===== src/rtl/read_from_uart_pkg.sv =====
// ---------------------------------------------------------------------------
// read_from_uart_pkg
//   Shared UART definitions used by both the receiver and the transmitter:
//   the bps_SET code table, the matching divider values, the receiver FSM
//   state encoding and a couple of small helper functions.
//   A bit period is (divider + 1) clocks of the 50 MHz system clock.
// ---------------------------------------------------------------------------
package read_from_uart_pkg;

    // Baud selection codes as presented on bps_SET
    localparam logic [15:0] BPS_CODE_9600   = 16'd0;
    localparam logic [15:0] BPS_CODE_19200  = 16'd1;
    localparam logic [15:0] BPS_CODE_38400  = 16'd2;
    localparam logic [15:0] BPS_CODE_57600  = 16'd3;
    localparam logic [15:0] BPS_CODE_115200 = 16'd4;

    // Divider values for a 50 MHz clock (bit period = value + 1 clocks)
    localparam logic [15:0] DR_9600   = 16'd5207;
    localparam logic [15:0] DR_19200  = 16'd2603;
    localparam logic [15:0] DR_38400  = 16'd1301;
    localparam logic [15:0] DR_57600  = 16'd867;
    localparam logic [15:0] DR_115200 = 16'd433;

    // Receiver FSM state encoding
    typedef enum logic [1:0] {
        IDLE  = 2'd0,
        START = 2'd1,
        DATA  = 2'd2,
        STOP  = 2'd3
    } uart_rx_state_e;

    // Map a baud code to its divider; unknown codes fall back to dflt
    function automatic logic [15:0] bps_code_to_dr(input logic [15:0] code,
                                                   input logic [15:0] dflt);
        logic [15:0] dr;
        case (code)
            BPS_CODE_9600:   dr = DR_9600;
            BPS_CODE_19200:  dr = DR_19200;
            BPS_CODE_38400:  dr = DR_38400;
            BPS_CODE_57600:  dr = DR_57600;
            BPS_CODE_115200: dr = DR_115200;
            default:         dr = dflt;
        endcase
        return dr;
    endfunction

    // Two-out-of-three vote, used to reject single-clock line spikes
    function automatic logic majority3(input logic [2:0] v);
        return (v[0] & v[1]) | (v[0] & v[2]) | (v[1] & v[2]);
    endfunction

endpackage


===== src/rtl/read_from_uart_bps_lut.sv =====
// ---------------------------------------------------------------------------
// read_from_uart_bps_lut
//   Registered baud-code to divider map. The divider output follows bps_set
//   one clock later and holds DR_DEFAULT while in reset. Shared with the
//   transmitter so both directions decode the code table identically.
// Ports
//   clk      in   1   system clock
//   rst_n    in   1   asynchronous active-low reset
//   bps_set  in   16  baud code
//   bps_dr   out  16  registered divider value (bit period = bps_dr + 1)
// ---------------------------------------------------------------------------
module read_from_uart_bps_lut
    import read_from_uart_pkg::*;
#(
    parameter logic [15:0] DR_DEFAULT = 16'd433
) (
    input  logic        clk,
    input  logic        rst_n,
    input  logic [15:0] bps_set,
    output logic [15:0] bps_dr
);

    logic [15:0] bps_dr_d;
    logic [15:0] bps_dr_q;

    always_comb begin
        bps_dr_d = bps_code_to_dr(bps_set, DR_DEFAULT);
    end

    always_ff @(posedge clk or negedge rst_n) begin
        if (!rst_n) begin
            bps_dr_q <= DR_DEFAULT;
        end else begin
            bps_dr_q <= bps_dr_d;
        end
    end

    assign bps_dr = bps_dr_q;

endmodule


===== src/rtl/read_from_uart.sv =====
// ---------------------------------------------------------------------------
// read_from_uart
//   8N1 UART receiver, LSB first, idle-high line. The serial input is
//   synchronised, majority filtered over three clocks and decoded by a
//   four-state FSM that samples each bit at its centre. Good bytes are
//   presented on Rx_Data with a one-cycle Rx_Done; a low stop bit discards
//   the byte and raises a one-cycle Frame_Err instead.
// Ports
//   Clk        in   1   system clock (50 MHz)
//   Rst        in   1   asynchronous active-low reset
//   uart_rxd   in   1   serial input, asynchronous to Clk
//   bps_SET    in   16  baud code (0..4 = 9600..115200, other = 115200)
//   Rx_Data    out  8   last correctly received byte
//   Rx_Done    out  1   one-cycle strobe, Rx_Data just updated
//   Frame_Err  out  1   one-cycle strobe, stop bit was low
//   uart_state out  1   high while a frame is being received
// ---------------------------------------------------------------------------
module read_from_uart
    import read_from_uart_pkg::*;
#(
    parameter logic [15:0] DR_DEFAULT = 16'd433,
    // Must be at least 2
    parameter int          SYNC_STG   = 2
) (
    input  logic        Clk,
    input  logic        Rst,
    input  logic        uart_rxd,
    input  logic [15:0] bps_SET,
    output logic [7:0]  Rx_Data,
    output logic        Rx_Done,
    output logic        Frame_Err,
    output logic        uart_state
);

    // Divider selected by the current baud code, one clock behind bps_SET
    logic [15:0] bps_dr;

    read_from_uart_bps_lut #(
        .DR_DEFAULT (DR_DEFAULT)
    ) u_bps_lut (
        .clk     (Clk),
        .rst_n   (Rst),
        .bps_set (bps_SET),
        .bps_dr  (bps_dr)
    );

    // -----------------------------------------------------------------------
    // Input synchroniser and 3-bit history. rx_h_q[0] is the newest sample.
    // Everything resets to the idle (high) level so that leaving reset never
    // looks like a start edge.
    // -----------------------------------------------------------------------
    logic [SYNC_STG-1:0] sync_d;
    logic [SYNC_STG-1:0] sync_q;
    logic [2:0]          rx_h_d;
    logic [2:0]          rx_h_q;

    always_comb begin
        sync_d = {sync_q[SYNC_STG-2:0], uart_rxd};
        rx_h_d = {rx_h_q[1:0], sync_q[SYNC_STG-1]};
    end

    always_ff @(posedge Clk or negedge Rst) begin
        if (!Rst) begin
            sync_q <= '1;
            rx_h_q <= 3'b111;
        end else begin
            sync_q <= sync_d;
            rx_h_q <= rx_h_d;
        end
    end

    logic sample;
    logic fall_edge;

    assign sample    = majority3(rx_h_q);
    assign fall_edge = rx_h_q[1] & ~rx_h_q[0];

    // -----------------------------------------------------------------------
    // Receiver FSM and datapath
    // -----------------------------------------------------------------------
    uart_rx_state_e state_d;
    uart_rx_state_e state_q;
    logic [15:0]    div_cnt_d;
    logic [15:0]    div_cnt_q;
    logic [2:0]     bit_cnt_d;
    logic [2:0]     bit_cnt_q;
    logic [7:0]     shreg_d;
    logic [7:0]     shreg_q;
    logic [15:0]    cur_dr_d;
    logic [15:0]    cur_dr_q;
    logic [7:0]     rx_data_d;
    logic [7:0]     rx_data_q;
    logic           rx_done_d;
    logic           rx_done_q;
    logic           frame_err_d;
    logic           frame_err_q;
    logic           uart_state_d;
    logic           uart_state_q;

    // Half-period point of the start bit; truncation puts it on or just
    // before the true centre.
    logic [15:0] mid;
    assign mid = cur_dr_q >> 1;

    // Divider counter runs freely and is cleared on every state change and
    // at every sample point, so each DATA/STOP sample lands one full bit
    // period after the previous one.
    always_comb begin
        state_d     = state_q;
        div_cnt_d   = div_cnt_q + 16'd1;
        bit_cnt_d   = bit_cnt_q;
        shreg_d     = shreg_q;
        cur_dr_d    = cur_dr_q;
        rx_data_d   = rx_data_q;
        rx_done_d   = 1'b0;
        frame_err_d = 1'b0;

        case (state_q)
            IDLE: begin
                div_cnt_d = '0;
                // The baud divider is frozen here for the whole frame
                if (fall_edge) begin
                    state_d  = START;
                    cur_dr_d = bps_dr;
                end
            end

            START: begin
                if (div_cnt_q == mid) begin
                    div_cnt_d = '0;
                    if (sample) begin
                        // Line went back high before mid start bit: glitch
                        state_d = IDLE;
                    end else begin
                        state_d   = DATA;
                        bit_cnt_d = '0;
                    end
                end
            end

            DATA: begin
                if (div_cnt_q == cur_dr_q) begin
                    div_cnt_d          = '0;
                    shreg_d[bit_cnt_q] = sample;
                    bit_cnt_d          = bit_cnt_q + 3'd1;
                    if (bit_cnt_q == 3'd7) begin
                        state_d = STOP;
                    end
                end
            end

            STOP: begin
                // Return to IDLE at the stop-bit centre so that the next
                // start edge can be caught with no idle gap.
                if (div_cnt_q == cur_dr_q) begin
                    div_cnt_d = '0;
                    state_d   = IDLE;
                    if (sample) begin
                        rx_data_d = shreg_q;
                        rx_done_d = 1'b1;
                    end else begin
                        frame_err_d = 1'b1;
                    end
                end
            end

            default: begin
                state_d   = IDLE;
                div_cnt_d = '0;
            end
        endcase

        uart_state_d = (state_d != IDLE);
    end

    always_ff @(posedge Clk or negedge Rst) begin
        if (!Rst) begin
            state_q      <= IDLE;
            div_cnt_q    <= '0;
            bit_cnt_q    <= '0;
            shreg_q      <= '0;
            cur_dr_q     <= DR_DEFAULT;
            rx_data_q    <= 8'h00;
            rx_done_q    <= 1'b0;
            frame_err_q  <= 1'b0;
            uart_state_q <= 1'b0;
        end else begin
            state_q      <= state_d;
            div_cnt_q    <= div_cnt_d;
            bit_cnt_q    <= bit_cnt_d;
            shreg_q      <= shreg_d;
            cur_dr_q     <= cur_dr_d;
            rx_data_q    <= rx_data_d;
            rx_done_q    <= rx_done_d;
            frame_err_q  <= frame_err_d;
            uart_state_q <= uart_state_d;
        end
    end

    assign Rx_Data    = rx_data_q;
    assign Rx_Done    = rx_done_q;
    assign Frame_Err  = frame_err_q;
    assign uart_state = uart_state_q;

endmodule

===== config.mk =====
export PLATFORM = sky130hd
export DESIGN_NAME = read_from_uart
export DESIGN_NICKNAME = d
export VERILOG_FILES = /design/src/rtl/read_from_uart_pkg.sv /design/src/rtl/read_from_uart_bps_lut.sv /design/src/rtl/read_from_uart.sv
export SDC_FILE = /design/constraint.sdc
export NUM_CORES = 1
export LEC_CHECK = 0
export CAP_MARGIN = 20
export CORE_ASPECT_RATIO = 1.1
export CORE_MARGIN = 2
export CORE_UTILIZATION = 35
export DETAILED_ROUTE_END_ITERATION = 6
export SYNTH_ARGS = -nofsm -noshare
export SYNTH_HDL_FRONTEND = slang
export SYNTH_HIERARCHICAL = 1
export SYNTH_SLANG_ARGS = --single-unit

===== constraint.sdc =====
create_clock -name Clk -period 2.9 [get_ports Clk]
set_input_delay 0.29 -clock Clk [delete_from_list [all_inputs] [get_ports Clk]]
set_output_delay 0.29 -clock Clk [all_outputs]
set_load 0.02 [all_outputs]

======== Yosys cells after proc, flatten, opt, wreduce, memory -nomap -nowiden ========
Cells that the tools add are included.
word-level totals
  flip-flop bits (word level) ............. 71
  output and inout port bits .............. 11
cells by class
  add/subtract/negate cells ............... 2
  order comparisons ....................... 2
  equal/unequal tests ..................... 12
  muxes and demuxes ....................... 24
  bitwise logic cells ..................... 7
  reductions and logical operators ........ 10
operators with widths
  kind                   number
  $pmux 13 s4            1
  $pmux 16 s3            1
  $eq 16x2->1 const B    2
  $mux 16                2
  $add 16x1->16 const B  1
  $eq 16x1->1 const B    1
  $eq 16x12->1           1
  $eq 16x13->1           1
  $logic_not 16->1       1
  $mux 2                 6
  $mux 3                 3
  $bwmux 8               1
  $pmux 2 s4             1
  $mux 1                 7
  $ne 2x2->1 const B     3
  $pmux 3 s2             1
  $and 1x1->1            4
  $eq 2x2->1 const B     2
  $lt 3x4->1 const B     1
  $reduce_and 2->1       2
  $reduce_and 4->1       1
  $reduce_bool 2->1      2
  $add 3x1->3 const B    1
  $demux 1 s3            1
  other kinds (9)        10

======== Longest topological paths before layout ========
Gate-level depths: netlist of the first run.
  depth after elaboration ................. 7
  mapped depth ............................ 7
  depth with buffers taken out ............ 5

======== Cells and area by module ========
The synthesis of the first run kept the hierarchy.
by module, submodules not included
  module                  times used  cells each  area each (µm²)  seq. area each (µm²)
  read_from_uart          1           240         2982.9           1539.0
  read_from_uart_bps_lut  1           38          426.7            255.2

======== Worst setup path before layout of the first run ========
OpenSTA, ideal clock, no wires.
  path type ............................... register -> register
  from .................................... register div_cnt_q[9]
  to ...................................... register shreg_q[3]
  setup time .............................. 125 ps
  arrival ................................. 1937 ps
  data required time ...................... 2775 ps
  slack ................................... 838 ps
  stages on the path, launching flop included .. 8
  path buffers ............................ 2
  clock period less this slack ............ 2062 ps
  path through ............................ dfrtp_1 -> buf_6 -> xor2_1 -> nor4_1 -> nand4_2 -> buf_6 -> nor4_1 -> mux2_2
on the way
  longest elaborated chain between the ends .. 2
RTL lines
  element                            line                   source
  start, declared                    read_from_uart.sv:84   logic [15:0] div_cnt_q;
  start signal, assigned             read_from_uart.sv:189  div_cnt_q <= div_cnt_d;
  $eq 16x13->1                       read_from_uart.sv:142  if (div_cnt_q == cur_dr_q) begin
  $reduce_and 2->1 (no source line)  n/a
  end signal, assigned               read_from_uart.sv:191  shreg_q <= shreg_d;
  end, declared                      read_from_uart.sv:88   logic [7:0] shreg_q;
No other way between the ends.
A chain may end at the register's enable or synchronous reset.

======== Worst setup path after layout of the first run ========
  from .................................... register div_cnt_q[7]
  to ...................................... register rx_data_q[7] (netlist: Rx_Data[7])
on the way
  longest elaborated chain between the ends .. 2
RTL lines
  element                            line                   source
  $eq 16x13->1                       read_from_uart.sv:155  if (div_cnt_q == cur_dr_q) begin
  $reduce_and 3->1 (no source line)  n/a
  end signal, assigned               read_from_uart.sv:193  rx_data_q <= rx_data_d;
  end, declared                      read_from_uart.sv:92   logic [7:0] rx_data_q;
No other way between the ends.

==> out/qor.csv, run 1 <==
stage;metric;value;unit
cells_and_area;diodes inserted;0;
drt;drt pass-1 iters;3;
drt;initial drt markers;59;
drt;Avg WL per Cell;13.7;microns
run_status;status;complete, no violations;
cells_and_area;non-filler cells, final;429;
timing;minimum clock period;2.24;ns
critical_path;Max stage delay on crit path;0.47;ns
die;die area;10500;sq um
timing;hold_ws;0.0160;ns
pwr;switching share of power;29.8;%
pwr;Seq pwr share;52.1;%
pwr;clock network power share;30.8;%
timing;actual slew at the worst max-slew pin;0.779;ns
critical_path;CP max-delay cell;dfrtp_1;
timing;max frequency;446;MHz
timing;TNS Setup;0;ns
clock_network;root buf cell;clkbuf_8;
critical_path;Crit path top cell by count;buf_4;
placed_design;Routability Congestion;0.767;
critical_path;CP top delay family;simple AND/OR/NAND/NOR gates;
pwr;logic gate share of total power;17.1;%
global_routing;first-pass GRT wire length;10200;microns
cells_and_area;Area Growth Syn to Fin;15.1;%
placed_design;Port-buffer cells;29;
synth;number of synthesis warnings;6;
global_routing;GRT met3 Usage;2.53;%
synth;Post-synth top flop;dfrtp_1;
global_routing;GRT Residual Overflow;0;
clock_network;clock-pin transition on the worst setup and hold timing paths;0.08;ns
synth;top cell type's share of synthesized area;41.8;%
drt;vias per cell;4.80;
synth;Post-synth EDFFs;0;
die;Die W;98.1;microns
clock_network;# H-tree levels;3;
clock_network;CTS tree;built;
global_routing;met1 Use GR;16.5;%
cells_and_area;fin nets;329;
synth;ys async rst share;100;%
timing;endpoints failing hold;0;
global_routing;antenna violations before repair;0;
global_routing;largest net degree at the start of global routing;37;
timing;RSZ-0062 raised after global routing;false;
timing;relative slew slack;48.1;%
synth;Area contributors post-synth;dfrtp_1, dfstp_2, mux2_2;
synth;Yosys cell types;41;
clock_network;clk_lat worst skew;0.34;ns
clock_network;# hold bufs at CTS;0;
drt;Via Count;2058;
drt;Residual DRC;0;
critical_path;Critical Path AT;2.47;ns
synth;post-synthesis instance total;278;
timing;skew final;0.0122;ns
drt;number of antenna-violating nets in the routed design;0;
synth;Mapped Area;3410;sq um
die;FP Rows;37;
flow_run;max-cap violation count;0;
timing;final period utilization;77.3;%
critical_path;critical-path cell list;xor2_1, nor4_1, nand4_2, buf_4, nor3b_1, buf_4, mux2_2;
clock_network;Clock Sinks;71;
critical_path;Worst setup SP type;register;
global_routing;gr usage total;12.3;%
die;IO Pins;30;
clock_network;Max Root-Sink Buffers;2;
global_routing;grt peak-use layer;met2;
clock_network;Setup Buffers After CTS;0;
timing;Final Max Tran Viols;0;
critical_path;CP Capture Type;register;
critical_path;WS Path Type;register to register;
synth;Post-Syn Area per Cell;12.3;sq um
synth;register area share after synthesis;52.6;%
pwr;power density cells;577;nW/um^2
clock_network;CTS buffer count;9;
die;Die Span Y;108;microns
global_routing;met2 GRT Util;19.2;%
pwr;cell internal pwr;0.00159;W
critical_path;Worst Path Max Fanout;14;
pwr;maximum vdd drop;0.263;mV
global_routing;vias in the first global route;2024;
die;initial core utilization;36.3;%
die;core area;9400;sq um
drt;Routed WL;5860;microns
synth;Synth Register Bits;71;
cells_and_area;commonest non-fill, non-tap cell in the layout;dfrtp_1;
synth;Synth area leader;dfrtp_1;
min_path;worst hold-check path type;input pin to async pin;
cells_and_area;most frequent cells in the layout;dfrtp_1, mux2_2, nor2_1;
pwr;Leakage Power;1.70;nW
cells_and_area;layout cells sized above 1;26.3;%
critical_path;CP bufs+invs;2;
placed_design;placed cell count;413;
placed_design;Post-DP HPWL;4370;microns
clock_network;post-CTS resize count;0;
critical_path;CP required;3.13;ns
pwr;Sw Pwr;0.000675;W
timing;final setup violating endpoints;0;
==> layout make-up <==
class | instances | area (sq um)
inverter | 5 | 18.8
clock buffer | 10 | 128
multi-input combinational | 186 | 1470
sequential | 71 | 1790
tap | 117 | 146
clock inverter | 6 | 43.8
fill | 912 | 5470
timing repair buffer | 34 | 323
==> state kept, by name (all words and copies together), names as in the netlist, 2 cells and up <==
signal / count
div_cnt_q: 16
bit_cnt_q: 3
rx_h_q: 3
sync_q: 2
Rx_Data: 8
state_q: 2
u_bps_lut/bps_dr: 10
cur_dr_q: 16
shreg_q: 8
==> through the flow <==
step	utilization [%]	total power, W	cell area [sq um]	setup slack, ns
finish	41.8	0.00227	3920	0.658
global route	41.8	0.00240	3920	0.496
CTS	41.8	0.00230	3920	0.645
detailed placement	39.9	0.00160	3750	0.677
global placement	39.9	0.00159	3750	0.603
floorplan	-	0.00147	3420	0.838
==> path summary, 6_finish.rpt <==
| kind | slack (ns) | cells past startpoint | from | endpoint |
|---|---|---|---|---|
| hold reg to reg | 0.36 | 0 | sync_q[0] | sync_q[1] |
| min in group Clk | 0.35 | 1 | uart_rxd | sync_q[0] |
| setup reg to reg | 0.66 | 7 | div_cnt_q[7] | Rx_Data[7] |
| setup / recovery | 0.66 | 7 | div_cnt_q[7] | Rx_Data[7] |
| hold / removal | 0.02 | 1 | Rst | Rx_Data[1] |
| max in group asynchronous | 2.08 | 2 | Rst | u_bps_lut/bps_dr[7] |
==> kinds of logic (layout without fill, tap and decap cells) <==
logic type | Yosys count | count (layout) | share of synthesized area, %
AO/OA/AOI/OAI | 8 | 8 | 2.79
XOR/XNOR | 46 | 46 | 11.8
adder cells (fa/ha/maj) | 4 | 4 | 1.39
buffers and inverters | 23 | 55 | 4.73
flip-flops | 71 | 71 | 52.6
multiplexers | 34 | 34 | 11.2
other | 2 | 4 | 0.220
AND/OR/NAND/NOR | 90 | 90 | 15.2
==> power by group through the flow <==
stage / sequential, W / clock, W / combinational [W]
floorplan: 0.00116 / 0 / 0.000308
finish: 0.00118 / 0.000698 / 0.000387
global route: 0.00120 / 0.000771 / 0.000429
global placement: 0.00120 / 0 / 0.000391
detailed placement: 0.00120 / 0 / 0.000394
CTS: 0.00118 / 0.000723 / 0.000397
==> layer usage <==
layer,vias up,share of wire (%),wire length (microns)
li1,1000,-,-
met1,1017,49,2880
met2,32,46,2720
met3,9,2.6,153
met4,0,1.9,110
met5,-,0,0
==> synth_stat cells, types with 2 or more instances <==
library cell  number
a22o_2             2
nor3_1             7
buf_4              7
mux2_2            32
clkbuf_1           2
xor2_1            25
buf_2              3
or2_2              2
nor4b_2            3
or4_4              2
buf_6              6
xnor2_1           21
nand3_1            5
nor2_1            29
dfstp_2           14
nor2b_1            2
nand4_1            7
nand2_1           10
nor4_1            10
conb_1             2
inv_1              5
dfrtp_1           57
a21oi_1            2
nand2b_1           4
ha_1               3
Power figures use the tool's default switching activity.
==> run 2, diff against run 1 <==
==> constraint.sdc (replaced) <==
create_clock -name Clk -period 2.22 [get_ports Clk]
set_input_delay 0.222 -clock Clk [delete_from_list [all_inputs] [get_ports Clk]]
set_output_delay 0.222 -clock Clk [all_outputs]
set_load 0.02 [all_outputs]
==> run 2 against run 1 <==
Die area did not move. Power rose by 38%. Largest cell class unchanged. Clock power rose by 35%. Setup slack got worse by 0.61 ns. Via count rose by 5.2%. Sequential power rose by 27%. Global-route usage rose by 1.0 points.
==> out/qor.csv, run 2 (synthesized netlist as in run 1, its figures left out) <==
stage;metric;value;unit;change
clock_network;CTS tree;built;;unchanged
cells_and_area;diodes inserted;0;;unchanged
cells_and_area;Area Growth Syn to Fin;23.2;%;was 15.1%
cells_and_area;Final Util;44.7;%;was 41.8%
drt;Residual DRC;0;;unchanged
timing;RSZ-0062 raised after global routing;true;;was false
drt;Routed WL;6420;microns;was 5860 microns
timing;final period utilization;97.7;%;was 77.3%
cells_and_area;Finished Cell Area;4200;sq um;was 3920 sq um
critical_path;CP required;2.45;ns;was 3.13 ns
die;core area;9400;sq um;unchanged
clock_network;root buf cell;clkbuf_8;;unchanged
timing;endpoints failing hold;0;;unchanged
critical_path;Max stage delay on crit path;0.54;ns;was 0.47 ns
placed_design;placed cell areas;3990;sq um;was 3750 sq um
critical_path;CP top delay family;simple AND/OR/NAND/NOR gates;;unchanged
critical_path;FF-to-FF setup slack;0.05;ns;was 0.66 ns
critical_path;reg2reg path depth;7;;unchanged
global_routing;largest net degree at the start of global routing;27;;was 37
clock_network;clock-pin transition on the worst setup and hold timing paths;0.08;ns;about the same
cells_and_area;commonest non-fill, non-tap cell in the layout;dfrtp_1;;unchanged
flow_run;max-cap violation count;0;;unchanged
die;FP Rows;37;;unchanged
critical_path;CP max-delay cell;dfstp_2;;was dfrtp_1
clock_network;clk_lat worst skew;0.34;ns;about the same
die;initial core utilization;36.3;%;unchanged
cells_and_area;Fillers;879;;was 912
timing;relative slew slack;62.6;%;was 48.1%
drt;Avg WL per Cell;13.9;microns;was 13.7 microns
critical_path;WS Path Type;register to register;;unchanged
placed_design;Routability Congestion;0.839;;was 0.767
placed_design;placed cell count;441;;was 413
clock_network;# H-tree levels;3;;unchanged
cells_and_area;most frequent cells in the layout;dfrtp_1, buf_4, mux2_2;;was dfrtp_1, mux2_2, nor2_1
global_routing;GRT Residual Overflow;0;;unchanged
timing;skew final;0.00854;ns;was 0.0122 ns
cells_and_area;layout cells sized above 1;33.2;%;was 26.3%
critical_path;Critical Path AT;2.40;ns;was 2.47 ns
timing;max frequency;461;MHz;was 446 MHz
critical_path;FF-to-FF Start;cur_dr_q[4];;was div_cnt_q[7]
critical_path;CP bufs+invs;2;;unchanged
pwr;maximum vdd drop;0.411;mV;was 0.263 mV
pwr;Tot Pwr;0.00312;W;was 0.00227 W
global_routing;vias in the first global route;2275;;was 2024
critical_path;Crit path top cell by count;buf_4;;unchanged
global_routing;antenna violations before repair;0;;unchanged
drt;number of antenna-violating nets in the routed design;0;;unchanged
run_status;status;complete, no violations;;unchanged
critical_path;Worst Path Max Fanout;4;;was 14
critical_path;stages on the worst setup path;7;;unchanged
drt;Via Count;2165;;was 2058
clock_network;Clock Sinks;71;;unchanged
min_path;cell depth of the worst min-delay path;1;;
die;IO Pins;30;;unchanged
global_routing;gr usage total;13.3;%;was 12.3%
min_path;worst hold-check path type;input pin to register;;was input pin to async pin
critical_path;CP Capture Type;register;;unchanged
min_path;HP Start;uart_rxd;;
timing;minimum clock period;2.17;ns;was 2.24 ns
die;Die W;98.1;microns;unchanged
critical_path;Worst setup SP type;register;;unchanged
pwr;power density cells;743;nW/um^2;was 577 nW/um^2
cells_and_area;non-filler cells, final;460;;was 429
cells_and_area;fin nets;360;;was 329
drt;vias per cell;4.71;;was 4.80
clock_network;CTS buffer count;9;;unchanged
timing;Final Max Tran Viols;0;;unchanged
placed_design;Post-DP HPWL;4710;microns;was 4370 microns
clock_network;Max Root-Sink Buffers;2;;unchanged
critical_path;critical-path cell list;buf_4, xor2_1, or4_4, nor4_4, buf_4, o2bb2a_4, mux2_2;;was xor2_1, nor4_1, nand4_2, buf_4, nor3b_1, buf_4, mux2_2
global_routing;first-pass GRT wire length;11000;microns;was 10200 microns
die;Die Span Y;108;microns;unchanged
timing;actual slew at the worst max-slew pin;0.561;ns;was 0.779 ns
pwr;Leakage Power;1.87;nW;was 1.70 nW
die;die area;10500;sq um;unchanged
drt;initial drt markers;150;;was 59
placed_design;Port-buffer cells;29;;unchanged
critical_path;reg2reg end;bit_cnt_q[0];;was Rx_Data[7]
drt;drt pass-1 iters;4;;was 3
timing;final setup violating endpoints;0;;unchanged
min_path;Hold Path End;sync_q[0];;
-- run 2: worst max-delay path by stage --
stage                  from           end
2_1_floorplan  div_cnt_q[9]    shreg_q[3]
6_report        cur_dr_q[4]  bit_cnt_q[0]
3_3_place_gp    cur_dr_q[4]  bit_cnt_q[0]
5_1_grt         cur_dr_q[8]    shreg_q[2]
4_1_cts         cur_dr_q[4]  bit_cnt_q[0]
3_5_place_dp    cur_dr_q[4]  bit_cnt_q[0]
-- run 2: layout make-up --
class,instances,area (sq um),share of cell area (%)
flip-flops and latches,71,1790,42.7
multi-input cells,186,1480,35.2
repair buffers,65,583,13.9
well taps,117,146,3.49
clock buffers,10,138,3.28
clock inverters,6,42.5,1.01
inverters,5,18.8,0.447
-- run 2: power breakdown --
part	internal (W)	leakage [nW]	switching [W]
combinational	0.000342	0.857	0.000335
clock	0.000440	0.0891	0.000500
sequential	0.00141	0.927	0.0000915
total	0.00219	1.87	0.000927
-- run 2: metal layers --
metal  routed length, microns  part of all wire, %  track usage (%)  up-vias
met2                     3110                   48             21.8       38
met5                        0                    0                0        -
met4                       99                  1.5             4.76        0
met1                     3010                   47             17.2     1053
li1                         -                    -                -     1067
met3                      202                  3.1             3.31        7
-- run 2: timing repair --
item | in CTS | in global routing
setup endpoints to repair | 0 | 10
hold buffers | 1 | 0
gates resized for setup | 0 | 1
hold endpoints to repair | 22 | 0
setup buffers | 0 | 2
-- run 2: per-stage QoR --
stage	TNS [ns]	hold WS (ns)	worst slack, ns
2_1_floorplan	0	-0.0736	0.158
3_3_place_gp	0	0.248	0.0590
3_5_place_dp	0	0.255	0.0342
4_1_cts	0	0.276	0.0281
5_1_grt	-0.0519	0.271	-0.0170
6_report	0	0.286	0.0517
-- run 2: worst reg2reg max path: stages (launching register included) --
cell and delay [ns]:
dfstp_2 0.54, buf_4 0.12, xor2_1 0.08, or4_4 0.44, nor4_4 0.27, buf_4 0.19
o2bb2a_4 0.17, mux2_2 0.26
